**config.mk**
```make
export PLATFORM = sky130hd
export DESIGN_NAME = msf_frame_assembler
export DESIGN_NICKNAME = d
export VERILOG_FILES = /design/src/rtl/msf_frame_assembler.sv
export SDC_FILE = /design/constraint.sdc
export NUM_CORES = 1
export LEC_CHECK = 0
export CAP_MARGIN = 25
export CORE_MARGIN = 4
export CORE_UTILIZATION = 57
export CTS_CLUSTER_SIZE = 28
export DETAILED_ROUTE_END_ITERATION = 12
export GPL_TIMING_DRIVEN = 1
export PLACE_DENSITY = 0.76
export SLEW_MARGIN = 40
export SYNTH_ARGS = -nofsm -noshare
export SYNTH_HDL_FRONTEND = slang
export SYNTH_SLANG_ARGS = --single-unit
export TNS_END_PERCENT = 10
```
**constraint.sdc**
```tcl
create_clock -name clk_i -period 3.35 [get_ports clk_i]
set_input_delay 0.5025 -clock clk_i [delete_from_list [all_inputs] [get_ports clk_i]]
set_output_delay 0.5025 -clock clk_i [all_outputs]
set_load 0.02 [all_outputs]
```
**src/rtl/msf_frame_assembler.sv**
```systemverilog
// msf_frame_assembler
//   Aligns the per-second beats from the MSF decoder into one-minute frames,
//   shifts the BCD time/date fields out of A bits 17-51, accumulates the four
//   odd-parity checks (A ranges plus B bits 54-57), and on the next minute
//   marker publishes the decoded time if the frame was good.
//
//   Optional feature macro: MSF_MARKER_CHECK_EN
//     When defined, A bits of seconds 52-59 are captured and must read
//     8'b01111110 for a frame to be accepted.
//
// Ports
//   clk_i, rst_i           clock, synchronous active-high reset
//   bits_valid_i           one-cycle strobe per received second
//   bits_is_second_00_i    qualifies bits_valid_i as the minute marker
//   bits_data_i[1:0]       [1]=A bit, [0]=B bit (ignored on marker beats)
//   time_valid_o           one-cycle pulse: output fields just updated
//   sync_o                 last frame good, no error/timeout since
//   frame_err_o            one-cycle pulse: frame rejected or timeout
//   year_o .. minute_o     BCD time/date of last good frame
//   dow_o                  day of week 0-6
//   bst_o                  B bit of second 58 (summer time)
module msf_frame_assembler #(
  parameter int unsigned TIMEOUT_CYCLES = 65536
) (
  input  logic       clk_i,
  input  logic       rst_i,
  input  logic       bits_valid_i,
  input  logic       bits_is_second_00_i,
  input  logic [1:0] bits_data_i,
  output logic       time_valid_o,
  output logic       sync_o,
  output logic       frame_err_o,
  output logic [7:0] year_o,
  output logic [4:0] month_o,
  output logic [5:0] day_o,
  output logic [2:0] dow_o,
  output logic [5:0] hour_o,
  output logic [6:0] minute_o,
  output logic       bst_o
);

  localparam int unsigned TW = $clog2(TIMEOUT_CYCLES + 1);

  typedef enum logic {HUNT, COLLECT} state_t;

  state_t          state;
  logic [5:0]      sec_cnt;
  logic [3:0]      par;
  logic [7:0]      year_sh;
  logic [4:0]      month_sh;
  logic [5:0]      day_sh;
  logic [2:0]      dow_sh;
  logic [5:0]      hour_sh;
  logic [6:0]      minute_sh;
  logic            bst_sh;
  logic [TW-1:0]   tmo_cnt;
`ifdef MSF_MARKER_CHECK_EN
  logic [7:0]      mark_sh;
`endif

  logic       a_bit;
  logic       b_bit;
  logic [5:0] sec_next;
  logic       marker_ok;
  logic       frame_good;

  assign a_bit    = bits_data_i[1];
  assign b_bit    = bits_data_i[0];
  assign sec_next = sec_cnt + 6'd1;

`ifdef MSF_MARKER_CHECK_EN
  assign marker_ok = (mark_sh == 8'b0111_1110);
`else
  assign marker_ok = 1'b1;
`endif

  // Exactly 59 data seconds seen and all four groups have odd parity.
  assign frame_good = (sec_cnt == 6'd59) && (&par) && marker_ok;

  // Frame sequencer, field shifters, parity and timeout.
  always_ff @(posedge clk_i) begin
    if (rst_i) begin
      state        <= HUNT;
      sec_cnt      <= '0;
      par          <= '0;
      year_sh      <= '0;
      month_sh     <= '0;
      day_sh       <= '0;
      dow_sh       <= '0;
      hour_sh      <= '0;
      minute_sh    <= '0;
      bst_sh       <= 1'b0;
      tmo_cnt      <= '0;
      time_valid_o <= 1'b0;
      sync_o       <= 1'b0;
      frame_err_o  <= 1'b0;
      year_o       <= '0;
      month_o      <= '0;
      day_o        <= '0;
      dow_o        <= '0;
      hour_o       <= '0;
      minute_o     <= '0;
      bst_o        <= 1'b0;
`ifdef MSF_MARKER_CHECK_EN
      mark_sh      <= '0;
`endif
    end else begin
      time_valid_o <= 1'b0;
      frame_err_o  <= 1'b0;
      if (bits_valid_i) begin
        tmo_cnt <= '0;
        if (bits_is_second_00_i) begin
          // Marker closes the running frame (if any) and opens a new one.
          if (state == COLLECT) begin
            if (frame_good) begin
              year_o       <= year_sh;
              month_o      <= month_sh;
              day_o        <= day_sh;
              dow_o        <= dow_sh;
              hour_o       <= hour_sh;
              minute_o     <= minute_sh;
              bst_o        <= bst_sh;
              time_valid_o <= 1'b1;
              sync_o       <= 1'b1;
            end else begin
              frame_err_o  <= 1'b1;
              sync_o       <= 1'b0;
            end
          end
          state     <= COLLECT;
          sec_cnt   <= '0;
          par       <= '0;
          year_sh   <= '0;
          month_sh  <= '0;
          day_sh    <= '0;
          dow_sh    <= '0;
          hour_sh   <= '0;
          minute_sh <= '0;
          bst_sh    <= 1'b0;
`ifdef MSF_MARKER_CHECK_EN
          mark_sh   <= '0;
`endif
        end else if (state == COLLECT) begin
          if (sec_cnt == 6'd59) begin
            // Long minute: no marker where one was due.
            frame_err_o <= 1'b1;
            sync_o      <= 1'b0;
            state       <= HUNT;
          end else begin
            sec_cnt <= sec_next;
            if (sec_next >= 6'd17 && sec_next <= 6'd24) begin
              year_sh <= {year_sh[6:0], a_bit};
              par[0]  <= par[0] ^ a_bit;
            end else if (sec_next >= 6'd25 && sec_next <= 6'd29) begin
              month_sh <= {month_sh[3:0], a_bit};
              par[1]   <= par[1] ^ a_bit;
            end else if (sec_next >= 6'd30 && sec_next <= 6'd35) begin
              day_sh <= {day_sh[4:0], a_bit};
              par[1] <= par[1] ^ a_bit;
            end else if (sec_next >= 6'd36 && sec_next <= 6'd38) begin
              dow_sh <= {dow_sh[1:0], a_bit};
              par[2] <= par[2] ^ a_bit;
            end else if (sec_next >= 6'd39 && sec_next <= 6'd44) begin
              hour_sh <= {hour_sh[4:0], a_bit};
              par[3]  <= par[3] ^ a_bit;
            end else if (sec_next >= 6'd45 && sec_next <= 6'd51) begin
              minute_sh <= {minute_sh[5:0], a_bit};
              par[3]    <= par[3] ^ a_bit;
            end else if (sec_next >= 6'd54 && sec_next <= 6'd57) begin
              // B bits 54..57 are the parity bits for groups 1..4.
              par[2'(sec_next - 6'd54)] <= par[2'(sec_next - 6'd54)] ^ b_bit;
            end else if (sec_next == 6'd58) begin
              bst_sh <= b_bit;
            end
`ifdef MSF_MARKER_CHECK_EN
            if (sec_next >= 6'd52) begin
              mark_sh <= {mark_sh[6:0], a_bit};
            end
`endif
          end
        end
      end else if (tmo_cnt != TW'(TIMEOUT_CYCLES)) begin
        // Count idle cycles; the expiry cycle fires once then saturates.
        tmo_cnt <= tmo_cnt + TW'(1);
        if (tmo_cnt == TW'(TIMEOUT_CYCLES - 1)) begin
          state       <= HUNT;
          sync_o      <= 1'b0;
          frame_err_o <= 1'b1;
        end
      end
    end
  end

endmodule

```
==> out/results.txt <==
Tot GR Track Use -> 22.6%
CP max FO -> 14
Cell Rows -> 33
area delta synth->final -> 15.3%
Buffers on Ports -> 44
Fill cells -> 714
CTS hold repair buffers -> 0
P_int -> 1560 uW
async set or reset register ratio after synthesis -> 0%
Synth area leader -> dfxtp_1
VDD IR max -> 209 uV
HPWL after detailed placement -> 7.80 mm
hold crit path type -> register to register
syn_nets -> 589
root buf cell -> clkbuf_8
status -> finished, final reports clean
post-synth top area share -> 43.0%
Top Usage Layer GRT -> met2
Final Hold Viols -> 0
Critical Path AT -> 3.34 ns
most numerous cell in the Yosys netlist -> nand2_1
GR Layer Usage met3 -> 4.42%
fin area -> 5530 um2
Initial Utilization -> 58.4%
TritonRoute pass-1 iters -> 7
share of layout cells above drive strength 1 -> 8.58%
CP endpoint kind -> register
initial antenna violation count -> 0
Skew-Pair Late Insertion Delay -> 0.36 ns
Clk pwr share -> 35.1%
Sink Count -> 103
vias in the first global route -> 3956
met2 Use GR -> 36.4%
post-route setup slack -> 0.288 ns
drt total wl -> 11.0 mm
TNS Setup -> 0 ns
EDFF count, synth -> 0
skew final -> 0.0150 ns
number of distinct library cells after synthesis -> 74
CTS tree -> yes
Placeable Area -> 8220 um2
register bit total from synthesis -> 103
Area after DPL -> 5340 um2
synth warn -> 0
worst slew pin tran -> 0.715 ns
top cells by area, synth -> dfxtp_1 43%, nand2_1 8.5%, a21oi_1 5.9%, nor2_1 3.6%, nand3_1 2.3%
critical path data required time -> 3.62 ns
Seq pwr share -> 60.0%
switch share -> 24.1%
via count -> 4256
max_slew headroom -> 52.3%
antenna cells -> 0
Final ANT Viol Nets -> 0
wire per inst -> 15.2 um
Top FF cell, synth -> dfxtp_1
net switching power -> 494 uW
H-tree depth -> 3
Die Ht -> 99.7 um
Power Dens Cells -> 372 nW/um2
Commonest cells post-synth -> 108 x nand2_1, 103 x dfxtp_1, 57 x a21oi_1
RSZ-0062 raised after global routing -> no
synthesized cell area -> 4800 um2
clock-pin slew on the worst setup and hold paths -> 0.10 ns
Die W -> 99.7 um
global route overflow -> 0
final slew viol count -> 0
Seq/Total Area, Yosys -> 43.0%
Worst setup SP type -> register
vias per cell -> 5.89
initial DRC count -> 272
fmax -> 327 MHz
gpl congestion -> 0.972
setup bufs post-CTS -> 0
Clock Path Buffers -> 2
DP Worst Slack -> 0.202 ns
met1 Use GR -> 29.4%
first-pass GRT wire length -> 18.4 mm
Die Area -> 9950 um2
crit path time final -> 3.06 ns
Mapped Avg Cell Area -> 8.33 um2
Syn Inst Count -> 576
Tcrit/Tclk final -> 91.4%
# IOs -> 45
Num CTS Buffers -> 9
DRC viols -> 0
largest net degree at the start of global routing -> 38
power share of the combinational group -> 4.9%
Max Cap Viol -> 0
nets -> 626
Pleak -> 0.00180 uW
CP Class -> register to register
final setup violation count -> 0
cell usage in the layout, fill, tap and decap left out, types with 3 or more instances in the layout:
cell             count
and3b_1              4
nor3_1               7
a21oi_1             57
or3_1                6
buf_4               17
clkdlybuf4s50_1     43
inv_1               11
nand2_1            108
nor2_1              46
nand2b_1             4
mux2i_1              9
o32ai_1              4
and3_1               5
a22o_1              11
xnor2_1              8
o21ai_0             13
and2_1               3
o21a_1               4
a31oi_1              3
dfxtp_1            103
a22oi_1              9
nor4b_1              3
inv_6                3
nor2b_1              6
nand4_1              6
o22ai_1              5
xor2_1              10
a211oi_1             3
nor4_1               4
mux2_2               3
nand3b_1             4
nand3_1             22
clkbuf_8            10
ha_1                 6
logic make-up after synthesis:
family,after synthesis,share of synthesized area (%)
AO/OA/AOI/OAI,142,20.0
XOR/XNOR,18,3.29
adder cells (fa/ha/maj),7,1.83
buffers and inverters,47,4.04
flip-flops,103,43.0
multiplexers,13,3.05
AND/OR/NAND/NOR,246,24.8
metal layers:
| layer | vias up | part of all wire [%] |
|---|---|---|
| met5 | - | 0 |
| met4 | 0 | 1.9 |
| met3 | 19 | 4.8 |
| met2 | 122 | 47 |
| met1 | 1998 | 46 |
| li1 | 2117 | - |
worst max-delay path, cell delays in order, from the launching register on:
cell	delay (ns)
dfxtp_1	0.60
inv_1	0.12
ha_1	0.30
nand2b_1	0.20
or4b_4	0.52
and3_4	0.21
a21o_1	0.25
or4_4	0.58
o32ai_2	0.20
power by group through the flow:
stage,sequential [uW],clock [uW],combinational (uW)
after detailed placement,1260,0,99.6
after floorplan,1260,0,70.9
after global routing,1230,795,110
after CTS,1230,746,100
after global placement,1260,0,97.8
final,1230,721,101
path summary, 6_finish.rpt:
check        startpoint    endpoint  slack (ns)  cells past startpoint
max reg2reg  sec_cnt[0]  hour_sh[1]        0.29                      8
min          hour_sh[5]   hour_o[5]        0.45                      2
min reg2reg  hour_sh[5]   hour_o[5]        0.45                      2
max          sec_cnt[0]  hour_sh[1]        0.29                      8
flip-flops by register name, indices dropped and copies added (netlist names):
register / cells
tmo_cnt: 17
year_o: 8
year_sh: 8
minute_o: 7
minute_sh: 7
day_o: 6
day_sh: 6
hour_o: 6
hour_sh: 6
sec_cnt: 6
month_o: 5
month_sh: 5
par: 4
dow_o: 3
dow_sh: 3
bst_o: 1
bst_sh: 1
frame_err_o: 1
state: 1
sync_o: 1
time_valid_o: 1
cell type report:
class,instances,area (um2),area share (%)
Inverter,12,45.0,0.814
Clock buffer,10,138,2.49
Clock inverter,6,48.8,0.882
Sequential cell,103,2060,37.3
Timing Repair Buffer,61,563,10.2
Multi-Input combinational cell,426,2540,46.0
Tap cell,105,131,2.38
metrics by stage:
| step | instances | power (uW) | utilization (%) | hold slack [ns] |
|---|---|---|---|---|
| after global routing | 723 | 2140 | 67.3 | 0.477 |
| after detailed placement | 707 | 1360 | 65.0 | 0.446 |
| after floorplan | 576 | 1330 | - | 0.432 |
| final | 723 | 2060 | 67.3 | 0.453 |
| after global placement | 707 | 1360 | 65.0 | 0.443 |
| after CTS | 723 | 2080 | 67.3 | 0.454 |
what timing repair did:
item                                    4_1_cts  5_1_grt
endpoints found under the setup margin        0        8
endpoints found under the hold margin         0        0
gates resized for setup                       0        1
(Power assumes the default switching activity.)
